**config.mk**
```make
export PLATFORM = sky130hd
export DESIGN_NAME = ahb3lite_gpio_slave
export DESIGN_NICKNAME = d
export VERILOG_FILES = /design/src/rtl/ahb3lite_gpio_pkg.sv /design/src/rtl/gpio_sync2.sv /design/src/rtl/ahb3lite_gpio_slave.sv
export SDC_FILE = /design/constraint.sdc
export NUM_CORES = 1
export LEC_CHECK = 0
export BUFFER_PORTS_ARGS = -buffer_cell sky130_fd_sc_hd__buf_2
export CAP_MARGIN = 20
export CORE_MARGIN = 3
export CORE_UTILIZATION = 42
export DETAILED_ROUTE_END_ITERATION = 12
export PLACE_DENSITY = 0.81
export RECOVER_POWER = 25
export SKIP_LAST_GASP = 1
export SLEW_MARGIN = 10
export SYNTH_ARGS = -nofsm -noshare
export SYNTH_HDL_FRONTEND = slang
export SYNTH_SLANG_ARGS = --single-unit
```
**constraint.sdc**
```tcl
create_clock -name hclk_i -period 2.03 [get_ports hclk_i]
set_clock_uncertainty 0.15 [all_clocks]
set_input_delay 0.1015 -clock hclk_i [delete_from_list [all_inputs] [get_ports hclk_i]]
set_output_delay 0.1015 -clock hclk_i [all_outputs]
set_load 0.05 [all_outputs]
```
**src/rtl/ahb3lite_gpio_pkg.sv**
```systemverilog
// Shared constants and types for the AHB3-Lite GPIO slave: register word indices,
// AHB encodings, response FSM state type and the transfer-error decode.
package ahb3lite_gpio_pkg;

    // Register word indices (byte offset >> 2)
    localparam logic [2:0] RegDataOut     = 3'd0;  // 0x00
    localparam logic [2:0] RegSet         = 3'd1;  // 0x04
    localparam logic [2:0] RegClr         = 3'd2;  // 0x08
    localparam logic [2:0] RegTgl         = 3'd3;  // 0x0C
    localparam logic [2:0] RegDataIn      = 3'd4;  // 0x10
    localparam logic [2:0] RegBlinkPeriod = 3'd5;  // 0x14
    localparam logic [2:0] RegBlinkMask   = 3'd6;  // 0x18

    localparam logic [1:0] HTransIdle   = 2'b00;
    localparam logic [1:0] HTransBusy   = 2'b01;
    localparam logic [1:0] HTransNonseq = 2'b10;
    localparam logic [1:0] HTransSeq    = 2'b11;

    localparam logic [2:0] HSizeByte = 3'b000;
    localparam logic [2:0] HSizeHalf = 3'b001;
    localparam logic [2:0] HSizeWord = 3'b010;

    localparam int unsigned BlinkWidth = 24;

    typedef enum logic [1:0] {StOkay, StErr1, StErr2} rsp_state_e;

    function automatic logic xfer_error(input logic [2:0] idx, input logic wr,
                                        input logic [2:0] size);
        return (idx > RegBlinkMask) || (wr && (idx == RegDataIn)) ||
               (wr && (size != HSizeWord));
    endfunction

endpackage

```
**src/rtl/gpio_sync2.sv**
```systemverilog
// Two-flop synchronizer for asynchronous GPIO inputs, synchronous active-low reset.
module gpio_sync2 #(
    parameter int unsigned Width = 8
) (
    input  logic             clk_i,
    input  logic             rst_ni,
    input  logic [Width-1:0] d_i,
    output logic [Width-1:0] q_o
);

    logic [Width-1:0] meta_q;
    logic [Width-1:0] sync_q;

    always_ff @(posedge clk_i) begin
        if (!rst_ni) begin
            meta_q <= '0;
            sync_q <= '0;
        end else begin
            meta_q <= d_i;
            sync_q <= meta_q;
        end
    end

    assign q_o = sync_q;

endmodule

```
**src/rtl/ahb3lite_gpio_slave.sv**
```systemverilog
// AHB3-Lite GPIO slave: output register with set/clear/toggle aliases and synchronized inputs.
// Define AHB3LITE_GPIO_BLINK_EN to build the blink counter (BLINK_PERIOD / BLINK_MASK).
module ahb3lite_gpio_slave
    import ahb3lite_gpio_pkg::*;
#(
    parameter int unsigned HADDR_SIZE = 32,
    parameter int unsigned HDATA_SIZE = 32,
    parameter int unsigned G_NUM_GPIO = 8
) (
    input  logic                  hclk_i,
    input  logic                  hreset_n_i,
    input  logic                  hsel_i,
    input  logic [HADDR_SIZE-1:0] haddr_i,
    input  logic                  hwrite_i,
    input  logic [2:0]            hsize_i,
    input  logic [2:0]            hburst_i,
    input  logic [3:0]            hprot_i,
    input  logic [1:0]            htrans_i,
    input  logic                  hready_i,
    input  logic [HDATA_SIZE-1:0] hwdata_i,
    output logic [HDATA_SIZE-1:0] hrdata_o,
    output logic                  hreadyout_o,
    output logic                  hresp_o,
    output logic [G_NUM_GPIO-1:0] gpio_o,
    input  logic [G_NUM_GPIO-1:0] gpio_i
);

    logic                  addr_valid_q;
    logic [2:0]            addr_idx_q;
    logic                  addr_write_q;
    logic [2:0]            addr_size_q;
    rsp_state_e            state_q, state_d;
    logic [G_NUM_GPIO-1:0] data_out_q, data_out_d;
    logic [G_NUM_GPIO-1:0] data_in;
    logic [G_NUM_GPIO-1:0] wdata_gpio;
    logic [G_NUM_GPIO-1:0] toggle_mask;
    logic [BlinkWidth-1:0] period_rd;
    logic [G_NUM_GPIO-1:0] mask_rd;
    logic [HDATA_SIZE-1:0] rdata;
    logic                  accept;
    logic                  accept_err;
    logic                  dp_err;
    logic                  wr_en;
    logic                  rd_en;
    logic                  unused_ok;

    assign unused_ok = ^{hburst_i, hprot_i, haddr_i, hwdata_i};

    assign accept     = hsel_i & hready_i & htrans_i[1];
    assign accept_err = accept & xfer_error(haddr_i[4:2], hwrite_i, hsize_i);

    // Address phase is only re-sampled when the bus advances; ERR1 holds it.
    always_ff @(posedge hclk_i) begin
        if (!hreset_n_i) begin
            addr_valid_q <= 1'b0;
            addr_idx_q   <= '0;
            addr_write_q <= 1'b0;
            addr_size_q  <= '0;
        end else if (hready_i) begin
            addr_valid_q <= accept;
            addr_idx_q   <= haddr_i[4:2];
            addr_write_q <= hwrite_i;
            addr_size_q  <= hsize_i;
        end
    end

    assign dp_err     = xfer_error(addr_idx_q, addr_write_q, addr_size_q);
    assign wr_en      = addr_valid_q & addr_write_q & ~dp_err & hready_i;
    assign rd_en      = addr_valid_q & ~addr_write_q & ~dp_err;
    assign wdata_gpio = hwdata_i[G_NUM_GPIO-1:0];

    always_comb begin
        state_d = state_q;
        unique case (state_q)
            StOkay:  if (accept_err) state_d = StErr1;
            StErr1:  state_d = StErr2;
            StErr2:  state_d = accept_err ? StErr1 : StOkay;
            default: state_d = StOkay;
        endcase
    end

    always_ff @(posedge hclk_i) begin
        if (!hreset_n_i) begin
            state_q <= StOkay;
        end else begin
            state_q <= state_d;
        end
    end

`ifdef AHB3LITE_GPIO_BLINK_EN
    logic [BlinkWidth-1:0] period_q, period_d;
    logic [BlinkWidth-1:0] cnt_q, cnt_d;
    logic [G_NUM_GPIO-1:0] mask_q, mask_d;
    logic                  toggle;

    always_comb begin
        period_d = period_q;
        mask_d   = mask_q;
        cnt_d    = cnt_q;
        toggle   = 1'b0;
        if (period_q != '0) begin
            if (cnt_q == '0) begin
                cnt_d  = period_q;
                toggle = 1'b1;
            end else begin
                cnt_d = cnt_q - BlinkWidth'(1);
            end
        end
        if (wr_en && (addr_idx_q == RegBlinkPeriod)) begin
            period_d = hwdata_i[BlinkWidth-1:0];
            cnt_d    = hwdata_i[BlinkWidth-1:0];
        end
        if (wr_en && (addr_idx_q == RegBlinkMask)) begin
            mask_d = wdata_gpio;
        end
    end

    always_ff @(posedge hclk_i) begin
        if (!hreset_n_i) begin
            period_q <= '0;
            cnt_q    <= '0;
            mask_q   <= '0;
        end else begin
            period_q <= period_d;
            cnt_q    <= cnt_d;
            mask_q   <= mask_d;
        end
    end

    assign toggle_mask = toggle ? mask_q : '0;
    assign period_rd   = period_q;
    assign mask_rd     = mask_q;
`else
    assign toggle_mask = '0;
    assign period_rd   = '0;
    assign mask_rd     = '0;
`endif

    // A bus write to the output register wins over a coincident blink toggle.
    always_comb begin
        data_out_d = data_out_q ^ toggle_mask;
        if (wr_en) begin
            case (addr_idx_q)
                RegDataOut: data_out_d = wdata_gpio;
                RegSet:     data_out_d = data_out_q | wdata_gpio;
                RegClr:     data_out_d = data_out_q & ~wdata_gpio;
                RegTgl:     data_out_d = data_out_q ^ wdata_gpio;
                default:    data_out_d = data_out_q ^ toggle_mask;
            endcase
        end
    end

    always_ff @(posedge hclk_i) begin
        if (!hreset_n_i) begin
            data_out_q <= '0;
        end else begin
            data_out_q <= data_out_d;
        end
    end

    gpio_sync2 #(
        .Width (G_NUM_GPIO)
    ) u_sync (
        .clk_i  (hclk_i),
        .rst_ni (hreset_n_i),
        .d_i    (gpio_i),
        .q_o    (data_in)
    );

    always_comb begin
        rdata = '0;
        if (rd_en) begin
            case (addr_idx_q)
                RegDataOut, RegSet, RegClr, RegTgl: rdata[G_NUM_GPIO-1:0] = data_out_q;
                RegDataIn:      rdata[G_NUM_GPIO-1:0] = data_in;
                RegBlinkPeriod: rdata[BlinkWidth-1:0] = period_rd;
                RegBlinkMask:   rdata[G_NUM_GPIO-1:0] = mask_rd;
                default:        rdata = '0;
            endcase
        end
    end

    assign hrdata_o    = hreset_n_i ? rdata : '0;
    assign hreadyout_o = ~hreset_n_i | (state_q != StErr1);
    assign hresp_o     = hreset_n_i & (state_q != StOkay);
    assign gpio_o      = data_out_q;

endmodule
```
==> results.cfg, run 1 <==
[run_status]
status = completed

[layout]
design_area_mm2 = 0.00253
fin_util_pct = 56.5
finalNonFillerCells = 341
insertedDiodeCount = 0
area_delta_synth_final_pct = 25.6
drive_gt1_share_pct = 22.5
finalNetCount = 393

[floorplan]
core_mm2 = 0.00447
fp.dieArea_mm2 = 0.00566
die_x_um = 75.2
fp-row-count = 24
initial_utilization_pct = 45.0
ioPinCount = 131
die_h_um = 75.2

[routing]
firstDrtPassIters = 4
drt_first_iter_violations = 80
wl_per_cell_um = 12.8
routed_wl_mm = 4.36
drc = 0
vias = 1653
ant_nets = 0
avgViaCountPerCell = 4.85

[synthesis]
synth_cell_types = 36
yosysWarnings = 0
synth_seq_area_share_pct = 33.8
syn_avg_cell_area_um2 = 8.98
synthesis.instances = 224
ys_ff_latch = 34
netlist_area_mm2 = 0.00201

[global_routing]
grt_pass1_wl_mm = 7.04
grt_antenna_before_repair = 0
gr-usage-all-layers_pct = 16.3
grt_pass1_vias = 1613
grt_max_degree = 41
grt-ovfl-total = 0

[power_and_ir_drop]
powerDensity_mw_per_mm2 = 689
clkPwrFrac_pct = 43.0
p_sw_share_pct = 26.2
p_sw_uw = 457
finalPower_mw = 1.74
pwr-share-comb_pct = 16.6
power_leakage_nw = 1.19
power_frac_seq_pct = 40.4
power.internal_mw = 1.29
ir_worst_vdd_uv = 600

[sta]
hold_viol_final = 0
fmax_mhz = 554
finalMaxSlewViolations = 0
finalCriticalPeriod_ns = 1.81
tns_ns = 0
setup_violations = 0
period_share_pct = 88.9
rsz0062_at_grt = false

[run]
cap_viol_max_count = 0

[cts]
clk_pin_slew_ns = 0.08
clkSinkCount = 34
clk_latency_ns = 0.28
numCtsBuffers = 5
cts-htree-levels = 2
clockBufferDepth = 2
cts_tree = done
ctsRootBufferMaster = clkbuf_8

[critical_path]
critPathRequiredTime_ns = 1.78
worst_setup_path_start_kind = register
cp.arrival_ns = 1.55
crit_type = reg2out
crit_fanout = 8
crit_path_top_delay_cell = dfxtp_1
rr_startpoint = addr_idx_q[2]
path_cells = nor3b_4 -> a2bb2oi_1 -> nor2_1 -> buf_2
end_kind = primary output
max_stage_delay_ns = 0.40
critPathLaunch = addr_idx_q[2]

[min_path]
hp-class = in2reg
worst_hold_startpoint = hwdata_i[6]

[placed_design]
port_buffers = 45
hpwl_mm = 2.98
dpl_cell_area_mm2 = 0.00220
gp_congestion = 0.790
dp.cells = 315
[sequential cells by signal, summed over array words and instances (netlist names)]
| register | cells |
|---|---|
| addr_write_q | 1 |
| gpio_o | 8 |
| u_sync.q_o | 8 |
| state_q | 2 |
| addr_idx_q | 3 |
| u_sync.meta_q | 8 |
| addr_valid_q | 1 |
| addr_size_q | 3 |
[placed cells by master, fill, tap and decap left out, drive strengths merged, types with 2 or more instances in the layout]
cell,synthesis,routed
a21oi,4,4
bufinv,0,2
a21boi,7,7
nand2b,11,11
inv,18,18
o41ai,2,2
buf,26,51
and2,16,16
clkbuf,9,5
o311a,3,3
o21ai,4,4
ha,16,16
dfxtp,34,34
mux2i,7,7
o211ai,5,5
nand3,3,3
o211a,2,2
a2bb2oi,8,8
or2,4,4
o31ai,4,4
nor2,10,10
conb,1,24
nand2,6,6
nor3b,2,2
o221ai,4,4
nor2b,9,9
dlygate4sd3,0,18
nand3b,4,4
[cells in the mapped netlist (all sizes together)]
| cell type | count | area (um2) |
|---|---|---|
| a21boi | 7 | 52.6 |
| a21oi | 4 | 20.0 |
| a2bb2oi | 8 | 70.1 |
| and2 | 16 | 100 |
| buf | 26 | 196 |
| clkbuf | 9 | 33.8 |
| conb | 1 | 3.75 |
| dfxtp | 34 | 681 |
| ha | 16 | 200 |
| inv | 18 | 67.6 |
| mux2i | 7 | 70.1 |
| nand2 | 6 | 22.5 |
| nand2b | 11 | 68.8 |
| nand3 | 3 | 15.0 |
| nand3b | 4 | 30.0 |
| nand4 | 1 | 6.26 |
| nand4b | 1 | 8.76 |
| nand4bb | 1 | 11.3 |
| nor2 | 10 | 37.5 |
| nor2b | 9 | 56.3 |
| nor3b | 2 | 20.0 |
| o211a | 2 | 20.0 |
| o211ai | 5 | 37.5 |
| o21a | 1 | 7.51 |
| o21ai | 4 | 20.0 |
| o21ba | 1 | 10.0 |
| o221ai | 4 | 35.0 |
| o311a | 3 | 30.0 |
| o31ai | 4 | 30.0 |
| o41ai | 2 | 25.0 |
| or2 | 4 | 25.0 |
[worst paths after layout]
kind                   end  slack, ns  depth (start not counted)
max            hrdata_o[3]       0.22                          4
min              gpio_o[6]       0.01                          3
max reg2reg      gpio_o[4]       0.44                          3
min reg2reg  u_sync.q_o[0]       0.28                          1
[cells by family (layout without fill, tap and decap cells)]
group | count (synthesis) | after routing | synth area share, %
AOI/OAI and AO/OA | 45 | 45 | 17.8
adders and majority gates | 16 | 16 | 9.95
buffers and inverters | 53 | 95 | 14.8
DFF | 34 | 34 | 33.8
muxes | 7 | 7 | 3.48
other | 1 | 24 | 0.186
and+or+nand+nor | 68 | 68 | 20.0
[power by group through the flow]
stage | sequential (mW) | clock, mW | combinational (mW)
after floorplan | 0.715 | 0 | 0.239
after global routing | 0.706 | 0.793 | 0.318
after CTS | 0.702 | 0.757 | 0.287
final | 0.703 | 0.749 | 0.290
after global placement | 0.717 | 0 | 0.254
after detailed placement | 0.718 | 0 | 0.261
[through the flow]
| step | hold WS [ns] | setup slack, ns |
|---|---|---|
| 3_5_place_dp | 0.163 | 0.424 |
| 4_1_cts | 0.00875 | 0.0537 |
| 6_report | 0.0111 | 0.225 |
| 2_1_floorplan | 0.0788 | 0.115 |
| 3_3_place_gp | 0.162 | 0.461 |
| 5_1_grt | 0.0210 | 0.0804 |
[per-layer routing]
| layer | share of wire (%) | track usage [%] | vias up | wire [um] |
|---|---|---|---|---|
| li1 | - | - | 836 | - |
| met1 | 41 | 18.6 | 762 | 1800 |
| met5 | 0 | 0 | - | 0 |
| met3 | 5.5 | 4.94 | 7 | 240 |
| met2 | 52 | 28.8 | 48 | 2250 |
| met4 | 1.4 | 5.44 | 0 | 61 |
[timing repair]
action / 4_1_cts / 5_1_grt
resized for setup: 0 / 1
endpoints found under the setup margin: 0 / 9
buffers inserted: 0 / 0
endpoints found under the hold margin: 17 / 0
hold buffers: 19 / 0
[final cells by class]
class                   count  area, um2
clock buffers               5       68.8
clock inverters             3       68.8
fillers                   381       1950
inverters                  18       67.6
multi-input cells         160       1130
flip-flops and latches     34        681
well taps                  52       65.1
repair buffers             69        450
[critical path: cells and delay by family, from the launching register on]
| kind | cells | cell delay [ns] |
|---|---|---|
| AND/OR/NAND/NOR | 2 | 0.48 |
| buffers and inverters | 1 | 0.28 |
| flip-flops | 1 | 0.40 |
| AO/OA/AOI/OAI | 1 | 0.11 |
Note: power is estimated with default switching activity, not from simulation.
==> run 2, diff against run 1 <==
--- a/config.mk
+++ b/config.mk
@@ -11,7 +11,7 @@
 export CORE_UTILIZATION = 42
 export DETAILED_ROUTE_END_ITERATION = 12
 export PLACE_DENSITY = 0.81
-export RECOVER_POWER = 25
+export RECOVER_POWER = 100
 export SKIP_LAST_GASP = 1
 export SLEW_MARGIN = 10
 export SYNTH_ARGS = -nofsm -noshare
==> run 2 against run 1 <==
Net effect: utilization shrank 0.53 points; die area unchanged; total power is 0.15% lower; fmax shrank 1.7%; largest power group unchanged; cell area is 0.94% lower; non-clock buffer count did not move; via count rose by 0.67%.
==> results.cfg, run 2 (synthesized netlist as in run 1, its figures left out) <==
[routing]
routed_wl_mm = 4.34
ant_nets = 0
drt_first_iter_violations = 69
avgViaCountPerCell = 4.88
wl_per_cell_um = 12.7
firstDrtPassIters = 4
vias = 1664
drc = 0

[critical_path]
crit_path_top_delay_cell = dfxtp_1
reg2reg_to = gpio_o[0]
rr_startpoint = addr_idx_q[0]
max_stage_delay_ns = 0.37
r2r_slack_ns = 0.32
worst_setup_path_start_kind = register
critPathRequiredTime_ns = 1.78
reg2reg_depth = 4
crit_fanout = 8
crit_type = reg2out
cp.arrival_ns = 1.58
end_kind = primary output
path_cells = nand3_1 -> nand4b_1 -> nor2_1 -> clkbuf_2

[sta]
finalCriticalPeriod_ns = 1.84
worst_slack_ns = 0.194
hold_viol_final = 0
max_slew.worst_pin.slew_ns = 0.630
fmax_mhz = 545
tns_ns = 0
period_share_pct = 90.5
finalMaxSlewViolations = 0
slew_headroom_pct = 58.2
setup_violations = 0
rsz0062_at_grt = false

[cts]
cts_tree = done
numCtsBuffers = 5
ctsRootBufferMaster = clkbuf_8
clk_latency_ns = 0.28
clkSinkCount = 34
clk_pin_slew_ns = 0.08
cts-htree-levels = 2
cts_setup_buffers = 0
clockBufferDepth = 2

[global_routing]
grt_use_met3_pct = 4.94
grt_antenna_before_repair = 0
met1_usage_pct = 18.6
gr-usage-all-layers_pct = 16.3
grt_pass1_vias = 1613
grt_max_degree = 41
grtUsageMet2_pct = 28.8
grt-ovfl-total = 0
grt_pass1_wl_mm = 7.04
top_usage_layer = met2

[run]
cap_viol_max_count = 0

[placed_design]
gp_congestion = 0.790
dpl_cell_area_mm2 = 0.00220
port_buffers = 45
dp_slack_ns = 0.424
hpwl_mm = 2.98

[min_path]
min_to = gpio_o[6]
hp-class = in2reg
hold_depth = 3
worst_hold_startpoint = hwdata_i[6]

[run_status]
status = completed

[floorplan]
core_mm2 = 0.00447
ioPinCount = 131
die_h_um = 75.2
die_x_um = 75.2
initial_utilization_pct = 45.0
fp.dieArea_mm2 = 0.00566
fp-row-count = 24

[layout]
layout_common_cells = 34 x dfxtp_1, 24 x conb_1, 21 x buf_2, 18 x inv_1, 18 x dlygate4sd3_1
layout_commonest_cell = dfxtp_1
finalNetCount = 393
fin_util_pct = 56.0
drive_gt1_share_pct = 16.6
design_area_mm2 = 0.00250
num-fill-cells = 392
area_delta_synth_final_pct = 24.4
insertedDiodeCount = 0

[power_and_ir_drop]
ir_worst_vdd_uv = 601
finalPower_mw = 1.74
power_leakage_nw = 1.12
powerDensity_mw_per_mm2 = 695
[run 2: cell count changes in the layout (fill, tap and decap cells not counted)]
| cell | delta |
|---|---|
| buf_2 | -24 |
| clkbuf_1 | +17 |
| clkbuf_2 | +8 |
| and2_0 | +2 |
| and2_1 | -2 |
| buf_4 | -1 |
[run 2: worst max-delay path by stage]
stage / from / end / slack, ns / cells after the start
6_report: addr_idx_q[0] / hrdata_o[6] / 0.19 / 4
5_1_grt: addr_idx_q[2] / hrdata_o[3] / 0.06 / 4
4_1_cts: state_q[0] / state_q[0] / 0.05 / 5
3_5_place_dp: addr_idx_q[2] / hrdata_o[6] / 0.42 / 4
3_3_place_gp: addr_idx_q[2] / gpio_o[2] / 0.46 / 3
2_1_floorplan: addr_idx_q[1] / hrdata_o[0] / 0.12 / 4
[run 2: worst max-delay path, delay by kind of cell, from the launching register on]
| family | cells | cell delay [ns] |
|---|---|---|
| and+or+nand+nor | 3 | 0.64 |
| DFF | 1 | 0.37 |
| buffers and inverters | 1 | 0.30 |
[run 2: timing repair]
item	in CTS	in global routing
gates resized for setup	0	1
endpoints found under the hold margin	17	0
endpoints found under the setup margin	0	9
hold buffers	19	0
[run 2: final cells by class]
type                    instances  area [um2]  area share, %
flip-flops and latches         34         681           27.2
multi-input cells             160        1130           45.0
well taps                      52        65.1           2.60
clock inverters                 3        68.8           2.75
inverters                      18        67.6           2.70
repair buffers                 69         427           17.0
clock buffers                   5        68.8           2.75
[run 2: power by group]
group	total, mW	leakage, nW	switching [mW]	internal [mW]
Clock	0.749	0.0683	0.257	0.492
Sequential	0.703	0.279	0.0123	0.691
Combinational	0.287	0.771	0.188	0.0993
[run 2: metrics by stage]
stage,std cells,hold slack [ns]
after floorplan,247,0.0788
after global routing,341,0.0210
after global placement,315,0.162
final,341,0.0121
after CTS,342,0.00875
after detailed placement,315,0.163
[run 2: metal layers]
metal  routed length, um  vias to the layer above
met5                   0                        -
met4                  61                        0
met3                 242                        7
met2                2220                       50
met1                1820                      770
li1                    -                      837
==> run 3, diff against run 2 <==
==> constraint.sdc (replaced) <==
create_clock -name hclk_i -period 2 [get_ports hclk_i]
set_clock_uncertainty 0.15 [all_clocks]
set_input_delay 0.1 -clock hclk_i [delete_from_list [all_inputs] [get_ports hclk_i]]
set_output_delay 0.1 -clock hclk_i [all_outputs]
set_load 0.05 [all_outputs]
==> run 3 against run 2 <==
Net effect: cell count is the same; worst setup slack got worse by 0.084 ns; first-iteration DRC count shrank 14%; critical path type is now in2reg.
==> results.cfg, run 3 (synthesized netlist as in run 1, its figures left out) <==
[run_status]
status = completed

[cts]
cts-htree-levels = 2
clkSinkCount = 34
clockBufferDepth = 2
clk_latency_ns = 0.29
clk_pin_slew_ns = 0.07
cts_tree = done
cts_setup_buffers = 0
numCtsBuffers = 5
ctsRootBufferMaster = clkbuf_8

[routing]
drt_first_iter_violations = 59
ant_nets = 0
avgViaCountPerCell = 4.88
wl_per_cell_um = 13.0
firstDrtPassIters = 5
drc = 0
vias = 1663
routed_wl_mm = 4.44

[sta]
slew_headroom_pct = 58.4
rsz0062_at_grt = false
worst_slack_ns = 0.109
finalMaxSlewViolations = 0
fmax_mhz = 529
setup_violations = 0
tns_ns = 0
max_slew.worst_pin.slew_ns = 0.627
finalCriticalPeriod_ns = 1.89
period_share_pct = 94.5
hold_viol_final = 0

[global_routing]
gr-usage-all-layers_pct = 16.9
grt_antenna_before_repair = 0
grt_pass1_wl_mm = 7.16
grt_max_degree = 41
grt_pass1_vias = 1579
grt-ovfl-total = 0

[critical_path]
crit_fanout = 3
path_cells = dlygate4sd3_1 -> clkbuf_1 -> nor3b_1 -> o41ai_1 -> a21oi_1 -> dlygate4sd3_1
rr_startpoint = addr_idx_q[0]
max_stage_delay_ns = 0.58
end_kind = register
cp.arrival_ns = 1.92
critPathRequiredTime_ns = 2.03
crit_type = in2reg
critPathLaunch = haddr_i[4]
worst_setup_path_start_kind = input port
crit_path_top_delay_cell = dlygate4sd3_1
crit_top_cell = dlygate4sd3_1

[placed_design]
dp_slack_ns = 0.400
dp.cells = 315
port_buffers = 45
hpwl_mm = 3.02
gp_congestion = 0.757

[layout]
finalNetCount = 393
sequential_cell_area_um2 = 681
layout_commonest_cell = dfxtp_1
fin_util_pct = 56.0
multiInputGateArea_mm2 = 0.00113
insertedDiodeCount = 0
area_delta_synth_final_pct = 24.4
drive_gt1_share_pct = 16.6
num-fill-cells = 390
finalNonFillerCells = 341
layout_common_cells = 34 x dfxtp_1, 24 x conb_1, 21 x buf_2, 18 x inv_1, 18 x dlygate4sd3_1

[power_and_ir_drop]
finalPower_mw = 1.77
powerDensity_mw_per_mm2 = 706
ir_worst_vdd_uv = 839
power_leakage_nw = 1.12

[floorplan]
die_x_um = 75.2
fp.dieArea_mm2 = 0.00566
ioPinCount = 131
core_mm2 = 0.00447
die_h_um = 75.2
fp-row-count = 24
initial_utilization_pct = 45.0

[min_path]
worst_hold_startpoint = hwdata_i[5]
hp-class = in2reg

[run]
cap_viol_max_count = 0
## run 3: stage by stage
step	cell area (um2)	hold slack, ns
6_report	2500	0.0131
5_1_grt	2500	0.0296
4_1_cts	2530	0.00942
3_5_place_dp	2200	0.159
3_3_place_gp	2200	0.160
2_1_floorplan	2100	0.0773
## run 3: per-layer routing
| metal | GRT usage [%] | share of wire (%) | vias to the layer above |
|---|---|---|---|
| met1 | 18.3 | 40 | 758 |
| li1 | - | - | 838 |
| met4 | 6.99 | 2.1 | 0 |
| met2 | 30.0 | 51 | 56 |
| met5 | 0 | 0 | - |
| met3 | 5.61 | 6.8 | 11 |
## run 3: layout make-up
type	count	share of cell area, %
multi-input cells	160	45.0
flip-flops and latches	34	27.2
repair buffers	69	17.0
clock buffers	5	2.75
clock inverters	3	2.75
inverters	18	2.70
well taps	52	2.60
## run 3: timing repair
action / CTS / global route
endpoints found under the hold margin: 17 / 0
hold buffers: 19 / 0
setup endpoints to repair: 0 / 9
gates resized for setup: 0 / 1
## run 3: final timing paths
check / end / slack [ns] / cells past startpoint
hold reg to reg: u_sync.q_o[0] / 0.28 / 1
hold / removal: gpio_o[5] / 0.01 / 3
setup reg to reg: gpio_o[6] / 0.25 / 4
setup / recovery: state_q[0] / 0.11 / 6
## run 3: worst max-delay path: cells and delay by family
family	cells	cell delay, ns
AO/OA/AOI/OAI	2	0.43
buffers and inverters	3	1.26
AND/OR/NAND/NOR	1	0.14
## run 3: power by group
part           switching, mW  internal (mW)  leakage [nW]
Clock                  0.262          0.499        0.0683
Sequential            0.0117          0.702         0.279
Combinational          0.192          0.101         0.773
